### src/rtl/complex_mul_arbiter.sv
// Round-robin arbiter that lets NREQ requesters share one complex multiplier,
// with at most one transaction in flight and results broadcast to all requesters.
module complex_mul_arbiter #(
    parameter int n    = 32,
    parameter int NREQ = 4
) (
    input  logic                 clk,
    input  logic                 reset,

    input  logic [NREQ-1:0]      req_val,
    output logic [NREQ-1:0]      req_rdy,
    input  logic [NREQ*n-1:0]    req_ar,
    input  logic [NREQ*n-1:0]    req_ac,
    input  logic [NREQ*n-1:0]    req_br,
    input  logic [NREQ*n-1:0]    req_bc,

    output logic [NREQ-1:0]      resp_val,
    input  logic [NREQ-1:0]      resp_rdy,
    output logic [n-1:0]         resp_cr,
    output logic [n-1:0]         resp_cc,

    output logic                 mul_recv_val,
    input  logic                 mul_recv_rdy,
    output logic [n-1:0]         mul_ar,
    output logic [n-1:0]         mul_ac,
    output logic [n-1:0]         mul_br,
    output logic [n-1:0]         mul_bc,

    input  logic                 mul_send_val,
    output logic                 mul_send_rdy,
    input  logic [n-1:0]         mul_cr,
    input  logic [n-1:0]         mul_cc
);

    localparam int PW = (NREQ > 1) ? $clog2(NREQ) : 1;

    typedef enum logic [1:0] {
        S_IDLE,
        S_ISSUE,
        S_WAIT,
        S_RESP
    } state_e;

    state_e          state_q, state_d;
    logic [PW-1:0]   ptr_q, ptr_d;
    logic [PW-1:0]   idx_q, idx_d;
    logic [n-1:0]    ar_q, ar_d, ac_q, ac_d, br_q, br_d, bc_q, bc_d;
    logic [n-1:0]    cr_q, cr_d, cc_q, cc_d;

    logic [PW-1:0]   grant_idx;
    logic [PW:0]     cand;

    // Walk downward so the candidate closest to ptr is the last one written.
    always_comb begin
        grant_idx = '0;
        cand      = '0;
        for (int k = NREQ - 1; k >= 0; k--) begin
            cand = {1'b0, ptr_q} + (PW + 1)'(k);
            if (cand >= (PW + 1)'(NREQ)) begin
                cand = cand - (PW + 1)'(NREQ);
            end
            if (req_val[cand[PW-1:0]]) begin
                grant_idx = cand[PW-1:0];
            end
        end
    end

    always_comb begin
        // NOTE: every output and next-state variable gets a default first, so no path can infer a latch.
        state_d      = state_q;
        ptr_d        = ptr_q;
        idx_d        = idx_q;
        ar_d         = ar_q;
        ac_d         = ac_q;
        br_d         = br_q;
        bc_d         = bc_q;
        cr_d         = cr_q;
        cc_d         = cc_q;
        req_rdy      = '0;
        resp_val     = '0;
        mul_recv_val = 1'b0;
        mul_send_rdy = 1'b0;

        case (state_q)
            S_IDLE: begin
                if (|req_val) begin
                    req_rdy[grant_idx] = 1'b1;
                    idx_d   = grant_idx;
                    ar_d    = req_ar[grant_idx*n +: n];
                    ac_d    = req_ac[grant_idx*n +: n];
                    br_d    = req_br[grant_idx*n +: n];
                    bc_d    = req_bc[grant_idx*n +: n];
                    state_d = S_ISSUE;
                end
            end
            S_ISSUE: begin
                mul_recv_val = 1'b1;
                if (mul_recv_rdy) begin
                    state_d = S_WAIT;
                end
            end
            S_WAIT: begin
                mul_send_rdy = 1'b1;
                if (mul_send_val) begin
                    cr_d    = mul_cr;
                    cc_d    = mul_cc;
                    state_d = S_RESP;
                end
            end
            S_RESP: begin
                resp_val[idx_q] = 1'b1;
                if (resp_rdy[idx_q]) begin
                    ptr_d   = (idx_q == PW'(NREQ - 1)) ? '0 : idx_q + 1'b1;
                    state_d = S_IDLE;
                end
            end
            default: state_d = S_IDLE;
        endcase

        // Handshake outputs must read zero while reset is held, before the state register clears.
        if (reset) begin
            req_rdy      = '0;
            resp_val     = '0;
            mul_recv_val = 1'b0;
            mul_send_rdy = 1'b0;
        end
    end

    always_ff @(posedge clk) begin
        // NOTE: the captured operands and result are reset too, so nothing stale is visible after an abort.
        if (reset) begin
            state_q <= S_IDLE;
            ptr_q   <= '0;
            idx_q   <= '0;
            ar_q    <= '0;
            ac_q    <= '0;
            br_q    <= '0;
            bc_q    <= '0;
            cr_q    <= '0;
            cc_q    <= '0;
        end else begin
            state_q <= state_d;
            ptr_q   <= ptr_d;
            idx_q   <= idx_d;
            ar_q    <= ar_d;
            ac_q    <= ac_d;
            br_q    <= br_d;
            bc_q    <= bc_d;
            cr_q    <= cr_d;
            cc_q    <= cc_d;
        end
    end

    assign mul_ar  = ar_q;
    assign mul_ac  = ac_q;
    assign mul_br  = br_q;
    assign mul_bc  = bc_q;
    assign resp_cr = cr_q;
    assign resp_cc = cc_q;

endmodule

### config.mk
export PLATFORM = sky130hd
export DESIGN_NAME = complex_mul_arbiter
export DESIGN_NICKNAME = d
export VERILOG_FILES = /design/src/rtl/complex_mul_arbiter.sv
export SDC_FILE = /design/constraint.sdc
export NUM_CORES = 1
export LEC_CHECK = 0
export BUFFER_PORTS_ARGS = -buffer_cell sky130_fd_sc_hd__buf_2
export CORE_AREA = 4 4 308 310
export DETAILED_ROUTE_END_ITERATION = 8
export DIE_AREA = 0 0 312 314
export MAX_ROUTING_LAYER = met4
export PLACE_DENSITY_LB_ADDON = 0.12
export REMOVE_ABC_BUFFERS = 1
export SLEW_MARGIN = 20
export SYNTH_ARGS = -nofsm -noshare
export SYNTH_HDL_FRONTEND = slang
export SYNTH_SLANG_ARGS = --single-unit
### constraint.sdc
create_clock -name clk -period 2.43 [get_ports clk]
set_input_delay 0.3645 -clock clk [delete_from_list [all_inputs] [get_ports clk]]
set_output_delay 0.3645 -clock clk [all_outputs]
set_load 0.05 [all_outputs]
==> summary.txt <==
Cells and area
  • Final non-filler cell total: 3347
  • Area grow syn2layout: 61.5%
  • Nets@finish: 2727
  • Layout cell share with drive strength beyond 1: 43.8%

Pwr
  • Leak pwr: just over 8 nW
  • Worst vdd ir: 0.563 mV
  • PwrDens: 858 nW/µm²

Floorplan
  • Row count: 111
  • Die area: 98000 µm²
  • Initial Utilization: 11.8%
  • # IOs: 790
  • Die Wd: 312 µm
  • Core area: 91700 µm²
  • Die height: roughly 310 µm

Worst hold path
  • Hold depth: 3
  • Min-delay src: mul_cr[20]
  • Hold EP: resp_cr[20]
  • Hold crit path type: input port to register

Critical path
  • Worst setup EP type: primary output
  • RR Endpoint: mul_ac[15]
  • Register-to-Register Path Depth: 7
  • Cells along the critical path: and2b_1 > or4_4 > nand2_8 > nor2_2 > buf_6
  • Critical-path maximum fanout: 5
  • Critical path class: register to primary output
  • Worst Path Required: 2070 ps
  • CP startpoint kind: register
  • Reg2Reg Launch Point: ptr_q[0]
  • CP Data Arrival Time: a little under 2000 ps
  • Max stage delay on crit path: roughly 520 ps
  • FF-to-FF setup slack: 210 ps
  • Crit-path slowest cell: or4_4

STA
  • Crit path time final: 2350 ps
  • Final setup vio count: 0
  • Hold_ws: 63.4 ps
  • Max_slew headroom: 54.9%
  • Worst Max-Slew Pin Slew: 671 ps
  • Max Clk Rate: approximately 430 MHz
  • Final period utilization: 96.7%
  • Clock Skew: 28.0 ps
  • RSZ-0062 raised after global routing: true
  • Final hold violation count: 0
  • Slew Limit Fails: 0

Synthesis
  • Number of flops mapped to enable cells by yosys: 0
  • Most frequent cell after synthesis: nand2_1
  • Distinct cell type count after synthesis: 39
  • Synth Instances: around 1400
  • Asr flop ratio synth: 0%
  • Top cell type's share of synthesized area: between 30 and 40%
  • Register area share after synthesis: 36.5%
  • Synth top cells by count: 265 x nand2_1, 198 x dfxtp_1, 97 x mux2i_1, 97 x o21ai_0, 96 x o211ai_1
  • Synth Register Bits: ~200
  • Synth Cell Area: roughly 11000 µm²
  • Syn_area_per_cell: just under 8 µm²
  • Post-synth top area cell: dfxtp_1
  • Yosys warns: 0
  • Area contributors post-synth: dfxtp_1 37%, nand2_1 9.2%, mux2i_1 8.9%
  • Most used DFF post-synth: dfxtp_1

Detailed routing
  • Routed WL: 71000 µm
  • Initial DRC Count: just under 700
  • Drt drc: 0
  • Detail Route Antenna Nets: 0
  • Avg WL per Cell: 21.2 µm
  • Via count: 13548
  • Number of vias per cell: roughly 4.0
  • DR pass1 iterations: 5

Clock network
  • H-tree depth: 4
  • CTS tree: yes
  • Clock sinks: 198
  • Clock tree buffer depth: 2
  • Clk slew on worst S/H paths: 90 ps
  • CTS Buf Count: 17
  • Clock Latency Late Sink: 530 ps
  • Root buf cell: clkbuf_16

Outcome
  • Status: complete, no violations

Global route
  • First-pass GRT wire length: 99200 µm
  • Largest net degree at the start of global routing: 65
  • Vias in the first global route: 14178
  • Gr ovfl total: 0
  • Antenna violations before repair: 21
  • Total track usage: 14.1%

Placed design
  • Gp weighted congestion: 0.838
  • HPWL Detailed: 54400 µm
  • Placed cell count: 3281
  • Buffers on Ports: 789

Flow run
  • Max-Cap Viols: 0
per-stage QoR:
step	TNS [ps]	total power [mW]	instance area (µm²)	utilization [%]	worst slack (ps)
floorplan	-436860	9.04	10200	-	-3300
global placement	-6.16	12.0	16600	18.2	-6.16
detailed placement	0	12.0	16600	18.2	18.1
CTS	-0.314	15.4	17400	19.0	-0.314
global route	-16.0	15.9	17500	19.1	-14.4
finish	0	15.0	17500	19.1	79.2
how the worst max path moves through the flow:
| stage | end | from | cells past startpoint |
|---|---|---|---|
| final | req_rdy[2] | ptr_q[0] | 5 |
| after global routing | req_rdy[2] | ptr_q[0] | 5 |
| after CTS | req_rdy[2] | ptr_q[0] | 6 |
| after detailed placement | mul_ac[15] | req_val[2] | 9 |
| after global placement | mul_ac[15] | req_val[2] | 9 |
| after floorplan | req_rdy[2] | ptr_q[0] | 4 |
state kept, by name, indices dropped and copies added, names as in the netlist:
register,cells
mul_ac,32
mul_ar,32
mul_bc,32
mul_br,32
resp_cc,32
resp_cr,32
idx_q,2
ptr_q,2
state_q,2
kinds of logic (layout without fill, tap and decap cells):
family | after synthesis | count (layout) | share of synthesized area (%)
other | 0 | 18 | 0
multiplexers | 98 | 98 | 9.16
adder cells (fa/ha/maj) | 9 | 9 | 1.04
AND/OR/NAND/NOR | 458 | 458 | 19.5
buffers and inverters | 145 | 922 | 5.83
flip-flops | 198 | 198 | 36.5
AO/OA/AOI/OAI | 458 | 458 | 28.0
power by group:
group / total, mW / switching, mW / internal, mW
combinational: 7.45 / 5.32 / 2.13
sequential: 4.46 / 0.428 / 4.03
clock: 3.13 / 1.60 / 1.53
total: 15.0 / 7.34 / 7.69
critical path: cells and delay by family, from the launching register on:
kind | cells | cell delay [ps]
flops | 1 | 360
buf+inv | 1 | 150
simple gates | 4 | 940
area by class of cell:
| type | count | area [µm²] |
|---|---|---|
| Multi-Input combinational cell | 1023 | 6350 |
| Tap cell | 1186 | 1480 |
| Clock inverter | 13 | 145 |
| Timing Repair Buffer | 883 | 5070 |
| Sequential cell | 198 | 3970 |
| Clock buffer | 19 | 433 |
| Fill cell | 10458 | 74100 |
| Inverter | 7 | 28.8 |
| Antenna cell | 18 | 45.0 |
placed cells by master (no fill, tap or decap), types with 8 or more instances in the layout:
| master | Yosys | layout |
|---|---|---|
| a21o_1 | 95 | 95 |
| and3_1 | 66 | 66 |
| clkbuf_16 | 0 | 19 |
| dfxtp_1 | 198 | 195 |
| o211ai_1 | 96 | 96 |
| ha_1 | 9 | 8 |
| o31ai_1 | 33 | 33 |
| o21ai_0 | 97 | 97 |
| buf_4 | 3 | 63 |
| mux2i_1 | 97 | 97 |
| diode_2 | 0 | 18 |
| nand3_1 | 95 | 95 |
| a211oi_1 | 67 | 67 |
| nand2_1 | 265 | 263 |
| buf_12 | 0 | 26 |
| a21oi_1 | 66 | 65 |
| buf_2 | 38 | 785 |
timing repair:
action | CTS | global route
hold buffers | 0 | 0
buffers inserted | 12 | 3
gates cloned | 0 | 3
setup endpoints to repair | 4 | 49
pin swaps | 6 | 2
resized for setup | 21 | 9
metal layers:
layer | up-vias | track usage [%] | wire [µm]
li1 | 6498 | - | -
met1 | 6454 | 15.8 | 28600
met2 | 533 | 24.2 | 35700
met3 | 63 | 3.77 | 4690
met4 | 0 | 5.24 | 1940
met5 | - | - | 0
Note: power is estimated with default switching activity, not from simulation.
